[src/rtl/decode_queue_pkg.sv]
`default_nettype none
// ============================================================================
// Package : p_instruction / p_decode
// Brief   : Instruction enumerations plus decode-stage header layout and
//           field positions of the fixed 32-bit encoding.
// Revision: 1.0 - initial release
// ============================================================================
package p_instruction;

    typedef enum logic [2:0] {
        KIND_RRR     = 3'd0,
        KIND_MEMORY  = 3'd1,
        KIND_MODEL   = 3'd2,
        KIND_RRI     = 3'd3,
        KIND_CUSTOM  = 3'd4,
        KIND_RSVD5   = 3'd5,
        KIND_RSVD6   = 3'd6,
        KIND_INVALID = 3'd7
    } e_kind;

    typedef enum logic [2:0] {
        COND_AL, COND_EQ, COND_NE, COND_LT, COND_GE, COND_LTU, COND_GEU, COND_NV
    } e_cond;

    typedef enum logic [4:0] {
        BINOP_ADD, BINOP_SUB, BINOP_AND, BINOP_OR,  BINOP_XOR,  BINOP_SHL,
        BINOP_SHR, BINOP_SAR, BINOP_MUL, BINOP_MULH, BINOP_DIV, BINOP_DIVU,
        BINOP_REM, BINOP_REMU, BINOP_MIN, BINOP_MAX, BINOP_CMP
    } e_bin_op;

    typedef enum logic [4:0] {
        MEM_LD_B,  MEM_LD_H,  MEM_LD_W,  MEM_LD_BU,  MEM_LD_HU,  MEM_ST_W,
        MEM_LDI_B, MEM_LDI_H, MEM_LDI_W, MEM_LDI_BU, MEM_LDI_HU, MEM_STI_W
    } e_mem_op;

endpackage

package p_decode;
    import p_instruction::*;

    typedef union packed {
        e_bin_op    bin;
        e_mem_op    mem;
        logic [4:0] raw;
    } u_bin_op;

    // rsvd pads the header to the 38-bit issue bus and is always zero
    typedef struct packed {
        e_kind      kind;
        e_cond      cond;
        u_bin_op    op;
        logic [4:0] rd;
        logic [4:0] rs;
        logic [4:0] rq;
        logic [1:0] shift_type;
        logic [4:0] shift_amt;
        logic [4:0] rsvd;
    } s_dec_hdr;

    localparam int unsigned c_HDR_W        = $bits(s_dec_hdr);
    localparam int unsigned c_KIND_LSB     = 29;
    localparam int unsigned c_COND_LSB     = 26;
    localparam int unsigned c_OP_LSB       = 21;
    localparam int unsigned c_RD_LSB       = 16;
    localparam int unsigned c_RS_LSB       = 11;
    localparam int unsigned c_RQ_LSB       = 6;
    localparam int unsigned c_SHT_LSB      = 4;
    localparam int unsigned c_SHA_LSB      = 0;
    localparam int unsigned c_EXT_BIT      = 10;
    localparam int unsigned c_SIMM_W       = 10;
    localparam logic [4:0]  c_LAST_BIN_OP  = BINOP_CMP;
    localparam logic [4:0]  c_MEM_RRI_OP   = MEM_LDI_B;
    localparam logic [4:0]  c_LAST_MEM_OP  = MEM_STI_W;

    function automatic logic is_legal(input e_kind kind, input logic [4:0] op);
        case (kind)
            KIND_RRR, KIND_RRI:      return op <= c_LAST_BIN_OP;
            KIND_MEMORY:             return op <= c_LAST_MEM_OP;
            KIND_MODEL, KIND_CUSTOM: return 1'b1;
            default:                 return 1'b0;
        endcase
    endfunction

    function automatic logic uses_rri_format(input e_kind kind, input logic [4:0] op);
        return (kind == KIND_RRI) || ((kind == KIND_MEMORY) && (op >= c_MEM_RRI_OP));
    endfunction

endpackage
`default_nettype wire

[src/rtl/decode_queue_if.sv]
`default_nettype none
// ============================================================================
// Interface : decode_queue_if
// Brief     : Fetch-side and issue-side handshakes of the decode queue.
// Revision  : 1.0 - initial release
// ============================================================================
interface decode_queue_if #(
    parameter int XLEN  = 32,
    parameter int DEPTH = 4
);
    import p_decode::*;

    logic                   flush;
    logic                   in_valid;
    logic                   in_ready;
    logic [31:0]            in_word;
    logic                   out_valid;
    logic                   out_ready;
    s_dec_hdr               out_hdr;
    logic [XLEN-1:0]        out_imm;
    logic [$clog2(DEPTH):0] count;

    modport master (
        output flush, in_valid, in_word, out_ready,
        input  in_ready, out_valid, out_hdr, out_imm, count
    );

    modport slave (
        input  flush, in_valid, in_word, out_ready,
        output in_ready, out_valid, out_hdr, out_imm, count
    );
endinterface
`default_nettype wire

[src/rtl/decode_queue_fifo.sv]
`default_nettype none
// ============================================================================
// Module  : decode_fifo
// Brief   : Registered-storage FIFO of decoded entries; no write-to-read bypass.
// Revision: 1.0 - initial release
// ============================================================================
module decode_fifo #(
    parameter int WIDTH = 70,
    parameter int DEPTH = 4
) (
    input  logic                   clk,
    input  logic                   rst_n,
    input  logic                   flush,
    input  logic                   push,
    input  logic [WIDTH-1:0]       push_data,
    input  logic                   pop,
    output logic [WIDTH-1:0]       head,
    output logic                   valid,
    output logic                   full,
    output logic [$clog2(DEPTH):0] count
);
    localparam int AW = $clog2(DEPTH);

    logic [WIDTH-1:0] r_mem [DEPTH];
    logic [AW-1:0]    r_wr_ptr;
    logic [AW-1:0]    r_rd_ptr;
    logic [AW:0]      r_count;
    logic             w_push;
    logic             w_pop;

    assign valid  = (r_count != '0);
    assign full   = (r_count == (AW+1)'(DEPTH));
    assign count  = r_count;
    assign head   = r_mem[r_rd_ptr];
    // a pop frees the slot being written, so push-while-full is legal
    assign w_pop  = pop && valid;
    assign w_push = push && (!full || w_pop);

    always_ff @(posedge clk or negedge rst_n) begin
        if (!rst_n) begin
            for (int i = 0; i < DEPTH; i++) r_mem[i] <= '0;
            r_wr_ptr <= '0;
            r_rd_ptr <= '0;
            r_count  <= '0;
        end else if (flush) begin
            r_wr_ptr <= '0;
            r_rd_ptr <= '0;
            r_count  <= '0;
        end else begin
            if (w_push) begin
                r_mem[r_wr_ptr] <= push_data;
                r_wr_ptr        <= r_wr_ptr + AW'(1);
            end
            if (w_pop) r_rd_ptr <= r_rd_ptr + AW'(1);
            case ({w_push, w_pop})
                2'b10:   r_count <= r_count + (AW+1)'(1);
                2'b01:   r_count <= r_count - (AW+1)'(1);
                default: r_count <= r_count;
            endcase
        end
    end
endmodule
`default_nettype wire

[src/rtl/decode_queue.sv]
`default_nettype none
// ============================================================================
// Module  : decode_queue
// Brief   : Decodes fetch words, gathers long-immediate extension words and
//           queues decoded instructions for issue.
// Revision: 1.0 - initial release
// ============================================================================
module decode_queue #(
    parameter int XLEN  = 32,
    parameter int DEPTH = 4
) (
    input  logic          clk,
    input  logic          rst_n,
    decode_queue_if.slave bus
);
    import p_instruction::*;
    import p_decode::*;

    localparam int EXT_WORDS = XLEN / 32;
    localparam int EC_W      = (EXT_WORDS > 1) ? $clog2(EXT_WORDS) : 1;
    localparam int ENTRY_W   = c_HDR_W + XLEN;

    localparam logic [0:0] ST_OPC = 1'b0;
    localparam logic [0:0] ST_EXT = 1'b1;

    logic [0:0]             r_state;
    logic [0:0]             w_next_state;
    logic [EC_W-1:0]        r_ext_cnt;
    s_dec_hdr               r_hdr;
    logic [XLEN-1:0]        r_imm;
    s_dec_hdr               w_dec;
    logic [XLEN-1:0]        w_dec_imm;
    logic [XLEN-1:0]        w_ext_imm;
    logic                   w_legal;
    logic                   w_rri;
    logic                   w_needs_ext;
    logic                   w_ext_last;
    logic                   w_space;
    logic                   w_in_ready;
    logic                   w_accept;
    logic                   w_push;
    logic                   w_pop;
    logic                   w_full;
    logic                   w_fifo_valid;
    logic [ENTRY_W-1:0]     w_push_data;
    logic [ENTRY_W-1:0]     w_head;
    logic [$clog2(DEPTH):0] w_count;

    always_comb begin
        w_dec        = '0;
        w_dec.kind   = e_kind'(bus.in_word[c_KIND_LSB +: 3]);
        w_dec.cond   = e_cond'(bus.in_word[c_COND_LSB +: 3]);
        w_dec.op.raw = bus.in_word[c_OP_LSB +: 5];
        w_dec.rd     = bus.in_word[c_RD_LSB +: 5];
        w_dec.rs     = bus.in_word[c_RS_LSB +: 5];
        w_legal      = is_legal(w_dec.kind, w_dec.op.raw);
        w_rri        = uses_rri_format(w_dec.kind, w_dec.op.raw);
        w_dec_imm    = '0;
        if (w_rri) begin
            if (w_legal && !bus.in_word[c_EXT_BIT])
                w_dec_imm = {{(XLEN-c_SIMM_W){bus.in_word[c_SIMM_W-1]}},
                             bus.in_word[c_SIMM_W-1:0]};
        end else begin
            w_dec.rq = bus.in_word[c_RQ_LSB +: 5];
            if (w_dec.kind != KIND_MODEL && w_dec.kind != KIND_CUSTOM) begin
                w_dec.shift_type = bus.in_word[c_SHT_LSB +: 2];
                w_dec.shift_amt  = {1'b0, bus.in_word[c_SHA_LSB +: 4]};
            end
        end
        // illegal words never pull extension words
        w_needs_ext = w_legal && w_rri && bus.in_word[c_EXT_BIT];
        if (!w_legal) begin
            w_dec.kind   = KIND_INVALID;
            w_dec.op.raw = 5'b11111;
        end
    end

    // incoming word lands in slice r_ext_cnt; lower slices were filled earlier
    generate
        for (genvar g = 0; g < EXT_WORDS; g++) begin : g_ext_slice
            assign w_ext_imm[g*32 +: 32] = (r_ext_cnt == EC_W'(g)) ? bus.in_word
                                                                   : r_imm[g*32 +: 32];
        end
    endgenerate

    assign w_ext_last = (r_ext_cnt == EC_W'(EXT_WORDS - 1));
    assign w_pop      = w_fifo_valid && bus.out_ready;

    always_ff @(posedge clk or negedge rst_n) begin
        if (!rst_n) r_state <= ST_OPC;
        else        r_state <= w_next_state;
    end

    always_comb begin
        w_next_state = r_state;
        case (r_state)
            ST_OPC:  if (w_accept && w_needs_ext) w_next_state = ST_EXT;
            ST_EXT:  if (w_accept && w_ext_last)  w_next_state = ST_OPC;
            default: w_next_state = ST_OPC;
        endcase
        if (bus.flush) w_next_state = ST_OPC;
    end

    always_comb begin
        w_space     = !w_full || (w_fifo_valid && bus.out_ready);
        w_in_ready  = w_space;
        w_push_data = {w_dec, w_dec_imm};
        if (r_state == ST_EXT) begin
            w_in_ready  = !w_ext_last || w_space;
            w_push_data = {r_hdr, w_ext_imm};
        end
        if (!rst_n || bus.flush) w_in_ready = 1'b0;
        w_accept = bus.in_valid && w_in_ready;
        w_push   = w_accept && ((r_state == ST_EXT) ? w_ext_last : !w_needs_ext);
    end

    always_ff @(posedge clk or negedge rst_n) begin
        if (!rst_n) begin
            r_hdr     <= '0;
            r_imm     <= '0;
            r_ext_cnt <= '0;
        end else if (bus.flush) begin
            r_hdr     <= '0;
            r_imm     <= '0;
            r_ext_cnt <= '0;
        end else if (w_accept) begin
            if (r_state == ST_OPC) begin
                r_hdr     <= w_dec;
                r_imm     <= '0;
                r_ext_cnt <= '0;
            end else begin
                r_imm     <= w_ext_imm;
                r_ext_cnt <= w_ext_last ? '0 : r_ext_cnt + EC_W'(1);
            end
        end
    end

    decode_fifo #(
        .WIDTH (ENTRY_W),
        .DEPTH (DEPTH)
    ) u_fifo (
        .clk       (clk),
        .rst_n     (rst_n),
        .flush     (bus.flush),
        .push      (w_push),
        .push_data (w_push_data),
        .pop       (w_pop),
        .head      (w_head),
        .valid     (w_fifo_valid),
        .full      (w_full),
        .count     (w_count)
    );

    assign bus.in_ready  = w_in_ready;
    assign bus.out_valid = w_fifo_valid;
    assign bus.out_hdr   = s_dec_hdr'(w_head[ENTRY_W-1 -: c_HDR_W]);
    assign bus.out_imm   = w_head[XLEN-1:0];
    assign bus.count     = w_count;
endmodule
`default_nettype wire

[src/flat_wrapper.sv]
// flat-port wrapper written by rule: the top's interface ports become plain ports
module decode_queue_flat import p_instruction::*; import p_decode::*;
#(
    parameter int XLEN  = 32,
    parameter int DEPTH = 4
)
  (clk, rst_n, bus_flush, bus_in_valid, bus_in_word, bus_out_ready, bus_in_ready, bus_out_valid, bus_out_hdr, bus_out_imm, bus_count);
  decode_queue_if #(.XLEN(XLEN), .DEPTH(DEPTH)) bus_i ();
  input  logic clk;
  input  logic rst_n;
  input wire logic [$bits(bus_i.flush)-1:0] bus_flush;
  input wire logic [$bits(bus_i.in_valid)-1:0] bus_in_valid;
  input wire logic [$bits(bus_i.in_word)-1:0] bus_in_word;
  input wire logic [$bits(bus_i.out_ready)-1:0] bus_out_ready;
  output wire logic [$bits(bus_i.in_ready)-1:0] bus_in_ready;
  output wire logic [$bits(bus_i.out_valid)-1:0] bus_out_valid;
  output wire logic [$bits(bus_i.out_hdr)-1:0] bus_out_hdr;
  output wire logic [$bits(bus_i.out_imm)-1:0] bus_out_imm;
  output wire logic [$bits(bus_i.count)-1:0] bus_count;
  assign bus_i.flush = bus_flush;
  assign bus_i.in_valid = bus_in_valid;
  assign bus_i.in_word = bus_in_word;
  assign bus_i.out_ready = bus_out_ready;
  assign bus_in_ready = bus_i.in_ready;
  assign bus_out_valid = bus_i.out_valid;
  assign bus_out_hdr = bus_i.out_hdr;
  assign bus_out_imm = bus_i.out_imm;
  assign bus_count = bus_i.count;
  decode_queue #(.XLEN(XLEN), .DEPTH(DEPTH)) u_core (.clk(clk), .rst_n(rst_n), .bus(bus_i));
endmodule
[config.mk]
export PLATFORM = sky130hd
export DESIGN_NAME = decode_queue_flat
export DESIGN_NICKNAME = d
export VERILOG_FILES = /design/src/rtl/decode_queue_pkg.sv /design/src/rtl/decode_queue_if.sv /design/src/rtl/decode_queue_fifo.sv /design/src/rtl/decode_queue.sv /design/src/flat_wrapper.sv
export SDC_FILE = /design/constraint.sdc
export NUM_CORES = 1
export LEC_CHECK = 0
export CORE_UTILIZATION = 45
export DETAILED_ROUTE_END_ITERATION = 8
export PLACE_DENSITY = 0.71
export SLEW_MARGIN = 25
export SYNTH_ARGS = -nofsm -noshare
export SYNTH_HDL_FRONTEND = slang
export SYNTH_HIERARCHICAL = 1
export SYNTH_SLANG_ARGS = --single-unit
[constraint.sdc]
create_clock -name clk -period 3.4 [get_ports clk]
set_input_delay 0.85 -clock clk [delete_from_list [all_inputs] [get_ports clk]]
set_output_delay 0.85 -clock clk [all_outputs]
set_load 0.02 [all_outputs]
==> flow_summary.ini <==
[yosys]
seq_area_frac_synth_pct = 50.1
synthCells = 1013
synth_top_area_share_pct = 50.1
synth_top_area_cell = dfrtp_1
ys.flop_type = dfrtp_1
synth_cell_type_count = 57
synth-edff-count = 0
synthArstFlopShare_pct = 100
synth.area.top_cells = dfrtp_1 (50%), mux2_4 (26%), mux4_2 (9.9%)
synth_warnings = 6
avgSynthCellArea_um2 = 15.8
ys_seq_elements = 320
syn_area_um2 = 16000

[power_and_ir_drop]
p_switching_mw = 2.29
power_frac_comb_pct = 15.9
p_leak_nw = 8.66
p_int_mw = 7.12
vdd_ir_drop_max_mv = 0.275
powerDensity_nw_per_um2 = 487
pwr-share-seq_pct = 44.9
switching_share_pct = 24.3
clkPwrFrac_pct = 39.2

[cells_and_area]
final_common_cell = dfrtp_1
layout_common_cells = dfrtp_1 (317), mux2_4 (280), clkdlybuf4s50_1 (110), nand2_1 (71), mux4_2 (70)
drive_above_1_share_pct = 43.0
design_area_um2 = 19300
nets = 1231
syn2layout_area_growth_pct = 20.9
fin_cells = 1664

[global_route]
grtUsageTotal_pct = 20.3
antenna_found_initial = 1
grt_max_degree = 161
grt_pass1_wl_um = 57500
grt_pass1_vias = 9812
overflow = 0

[clock_tree]
clk_latency_ns = 0.51
clockRootBuffer = clkbuf_16
cts_buffer_depth = 3
tritoncts = built
cts_hold_buf = 0
clk_pin_slew_ns = 0.06
htreeDepth = 2
cts_setup_buffers = 0
clock-sinks = 320
cts_buffers = 35

[worst_setup_path]
path_class = flop to primary output
r2r_cells = 10
end_kind = primary output
critPathLaunchType = flop
cp.required_ns = 2.55
rrSetupSlack_ns = 0.64
r2r-start = u_core/u_fifo/count[1]
r2r-end = u_core/u_fifo/count[2]
arrival_ns = 2.47
worstPathMaxFanout = 4

[sta]
rsz0062_at_grt = no
slew-limit-headroom_pct = 38.6
worst_pin_slew_ns = 0.921
timing.fmax_ghz = 0.301
fin_setup_tns_ns = 0
hold_ws_ns = 0.142
finalCritPeriodShare_pct = 97.7
final_max_slew_viol_count = 0
min_period_ns = 3.32
hold_viol = 0
skew_ns = 0.0107
setup_viol = 0

[placed_design]
gp_congestion = 0.752
place_inst = 1607
io_buffers = 111
dp_hpwl_um = 23300
place_area_um2 = 18200

[drt]
drtIter0Drc = 570
drtPass1Iterations = 5
drc = 0
viasPerCell = 5.40
wl_per_cell_um = 21.4
drt_wl_total_um = 35600
ant_nets = 0
vias = 8981

[floorplan]
die_h_um = 190
num_io_pins = 112
start_util_pct = 46.0
rows = 68
dieArea_um2 = 36200
dieWidth_um = 190
core_area_um2 = 34700

[min_path]
hold_class = input port to async pin

[outcome]
status = complete, no violations

[flow_run]
cap_violations = 0
==> how the worst max path moves through the flow <==
stage / startpoint / to / slack [ns] / depth (start not counted)
global route: u_core/u_fifo/count[2] / bus_in_ready / 0.009 / 5
global placement: bus_in_word[24] / u_core/u_fifo/count[2] / -0.32 / 10
floorplan: bus_in_word[30] / u_core/u_fifo/count[2] / 0.07 / 10
CTS: u_core/u_fifo/r_rd_ptr[0] / bus_out_hdr[35] / 0.03 / 3
detailed placement: bus_in_word[24] / u_core/u_fifo/count[2] / -0.37 / 10
finish: u_core/u_fifo/count[1] / bus_in_ready / 0.08 / 5
==> state kept, by name (all words and copies together), names as in the netlist <==
| name | flops |
|---|---|
| u_core/r_state | 1 |
| u_core/r_hdr | 32 |
| u_core/u_fifo/count | 3 |
| u_core/u_fifo/r_mem | 280 |
| u_core/u_fifo/r_rd_ptr | 2 |
| u_core/u_fifo/r_wr_ptr | 2 |
==> layout make-up <==
| cell class | instances | area (um^2) |
|---|---|---|
| diodes | 1 | 2.50 |
| clock buffers | 51 | 1060 |
| clock inverters | 5 | 52.6 |
| fillers | 2697 | 15400 |
| inverters | 14 | 52.6 |
| multi-input cells | 627 | 7530 |
| flip-flops and latches | 320 | 8020 |
| well taps | 455 | 569 |
| repair buffers | 191 | 2020 |
==> through the flow <==
| step | setup slack, ns | total power, mW | util (%) |
|---|---|---|---|
| 6_report | 0.0772 | 9.40 | 55.6 |
| 3_5_place_dp | -0.365 | 5.78 | 52.4 |
| 3_3_place_gp | -0.318 | 5.75 | 52.4 |
| 5_1_grt | 0.00924 | 9.77 | 55.6 |
| 2_1_floorplan | 0.0701 | 5.12 | - |
| 4_1_cts | 0.0274 | 9.51 | 55.6 |
==> cell usage after synthesis, drive strengths merged, types with 3 or more instances <==
| master | n |
|---|---|
| nand2 | 71 |
| nor2 | 19 |
| nor4bb | 4 |
| nand2b | 6 |
| mux2 | 295 |
| ha | 4 |
| nor2b | 14 |
| dfrtp | 320 |
| buf | 48 |
| nand3b | 3 |
| mux4 | 70 |
| a21oi | 11 |
| nand3 | 6 |
| o21ai | 33 |
| clkbuf | 27 |
| inv | 12 |
| a22o | 12 |
| a2bb2oi | 8 |
| a31oi | 10 |
==> metal layers <==
| metal | share of wire, % | routed length, um | vias to the layer above | global-route usage (%) |
|---|---|---|---|---|
| met5 | 0 | 0 | - | 0 |
| met4 | 1.8 | 649 | 0 | 5.17 |
| met3 | 4.0 | 1420 | 43 | 3.07 |
| met2 | 46 | 16200 | 202 | 31.2 |
| met1 | 49 | 17300 | 4723 | 30.0 |
| li1 | - | - | 4013 | - |
==> worst max-delay path, stage by stage (launching register included) <==
cell and delay [ns]:
dfrtp_1 0.40, or3b_2 0.48, inv_1 0.06, a21boi_1 0.35, nor3b_1 0.12, clkdlybuf4s50_1 0.55
==> power by group through the flow <==
stage / clock [mW] / sequential, mW / combinational [mW]
5_1_grt: 3.93 / 4.25 / 1.59
3_5_place_dp: 0 / 4.27 / 1.50
4_1_cts: 3.78 / 4.22 / 1.51
3_3_place_gp: 0 / 4.27 / 1.48
6_report: 3.69 / 4.22 / 1.49
2_1_floorplan: 0 / 4.23 / 0.894
==> cells by family (layout without fill, tap and decap cells) <==
| logic type | Yosys count | after routing | share of synthesized area (%) |
|---|---|---|---|
| other | 1 | 25 | 0.0235 |
| XOR/XNOR | 2 | 2 | 0.110 |
| multiplexers | 367 | 367 | 37.4 |
| buffers and inverters | 89 | 261 | 3.64 |
| adder cells (fa/ha/maj) | 5 | 5 | 0.439 |
| AND/OR/NAND/NOR | 138 | 138 | 4.32 |
| flip-flops | 320 | 320 | 50.1 |
| AO/OA/AOI/OAI | 91 | 91 | 3.94 |
==> timing repair <==
item                       in CTS  in global routing
gates resized for setup         2                  1
setup endpoints to repair       5                  1
pin swaps                       0                  0
(Power assumes the default switching activity.)
==> RTL change (config.mk and constraints unchanged) <==
Change the package constant `c_SIMM_W` from 10 to 5.
--- a/src/rtl/decode_queue_pkg.sv
+++ b/src/rtl/decode_queue_pkg.sv
@@ -68,5 +68,5 @@
     localparam int unsigned c_SHA_LSB      = 0;
     localparam int unsigned c_EXT_BIT      = 10;
-    localparam int unsigned c_SIMM_W       = 10;
+    localparam int unsigned c_SIMM_W       = 5;
     localparam logic [4:0]  c_LAST_BIN_OP  = BINOP_CMP;
     localparam logic [4:0]  c_MEM_RRI_OP   = MEM_LDI_B;
Function: changed (Yosys sat finds a counterexample within 4 cycles, from zero or initial values and one cycle with rst_n low).
==> RTL change against the original RTL <==
Area after synthesis rose by 0.25%. Fmax rose by 0.29%. Sequential cell count did not move. Wire length rose by 1.5%. Clock power rose by 15%. Sequential share of layout area fell by 0.32 points. Total power rose by 5.3%. Global-route usage rose by 0.16 points. Cell area rose by 0.78%. Register-to-register slack improved by 40 ps. Clock skew rose by 18 ps. Worst setup slack improved by 9.6 ps. Hold slack improved by 300 ps. Count of clock-buffer cells in the layout rose by 1.
==> RTL change: results (changes against the original RTL) <==
- Final estimated routing congestion in global placement: 0.770 (was 0.752)
- Period minus WS final: 3310 ps (was 3320 ps)
- Met3 WL: 1430 µm (was 1420 µm)
- R2R Path Start: u_core/u_fifo/count[2]$_DFFE_PN0P_ (was u_core/u_fifo/count[1]$_DFFE_PN0P_)
- CP peak stage delay: 590 ps (was 550 ps)
- Reg-to-reg slack, setup: 680 ps (was 640 ps)
- Multi-input gates: 629 (was 627)
- Initial antenna violation count: 2 (was 1)
- Share of cells above drive strength 1: 43.1% (was 43.0%)
- Crit path to: bus_out_imm[7] (was bus_in_ready)
- Post-DP HPWL: 23,200 µm (was 23,300 µm)
- Maximum vdd ir drop: 344 µV (was 275 µV)
- Via count: 8,967 (was 8,981)
- Int Pwr: 0.00753 W (was 0.00712 W)
- Outcome: finished clean (unchanged)
- Largest net degree at the start of global routing: 132 (was 161)
- Gr usage total: 20.5% (was 20.3%)
- Pre-CTS setup slack: -319 ps (was -365 ps)
- CTS resizes: 1 (was 2)
- Data buffer area share: 9.97% (was 10.4%)
- Leakage power: 8.80 nW (was 8.66 nW)
- CP max stage cell: mux4_2 (was clkdlybuf4s50_1)
- Tightest Pin Transition: 865 ps (was 921 ps)
- Worst R2R Path Depth: 6 (was 10)
- Top cells by area, synth: dfrtp_1, mux2_4, mux4_2 (unchanged)
- Layout Skew: 29.0 ps (was 10.7 ps)
- CP max FO: 27 (was 4)
- Clock Latency Late Sink: 530 ps (was 510 ps)
- Post-synthesis sequential area ratio: 50.0% (was 50.1%)
RTL change: changes by cell type in the layout (fill, tap and decap cells not counted), moves of 4 or more:
cell	delta
o21ai_0	-15
o22a_1	+7
inv_1	-4
bufinv_16	+5
o21ai_2	-7
nor2b_1	-6
a21oi_1	-6
nand3b_1	+19
buf_4	-12
nor2_1	-9
nand2_1	+16
nand2b_1	+10
a31oi_1	-8
nand3_1	-4
RTL change: logic make-up after synthesis:
family                     after synthesis  synth area share [%]
muxes                                  368                  37.4
DFF                                    320                  50.0
and+or+nand+nor                        167                  5.56
buffers and inverters                   80                  3.49
AOI/OAI and AO/OA                       62                  2.95
adders and majority gates                5                 0.438
xor gates and xnor gates                 3                 0.164
other                                    1                0.0234
RTL change: through the flow:
stage               instances  hold slack, ps  power, W  utilization, %
floorplan                1029             470   0.00509               -
global placement         1589             483   0.00571            52.0
detailed placement       1589             488   0.00573            52.0
CTS                      1654             482    0.0100            55.8
global route             1657             492    0.0103            55.9
finish                   1657             439   0.00990            55.9
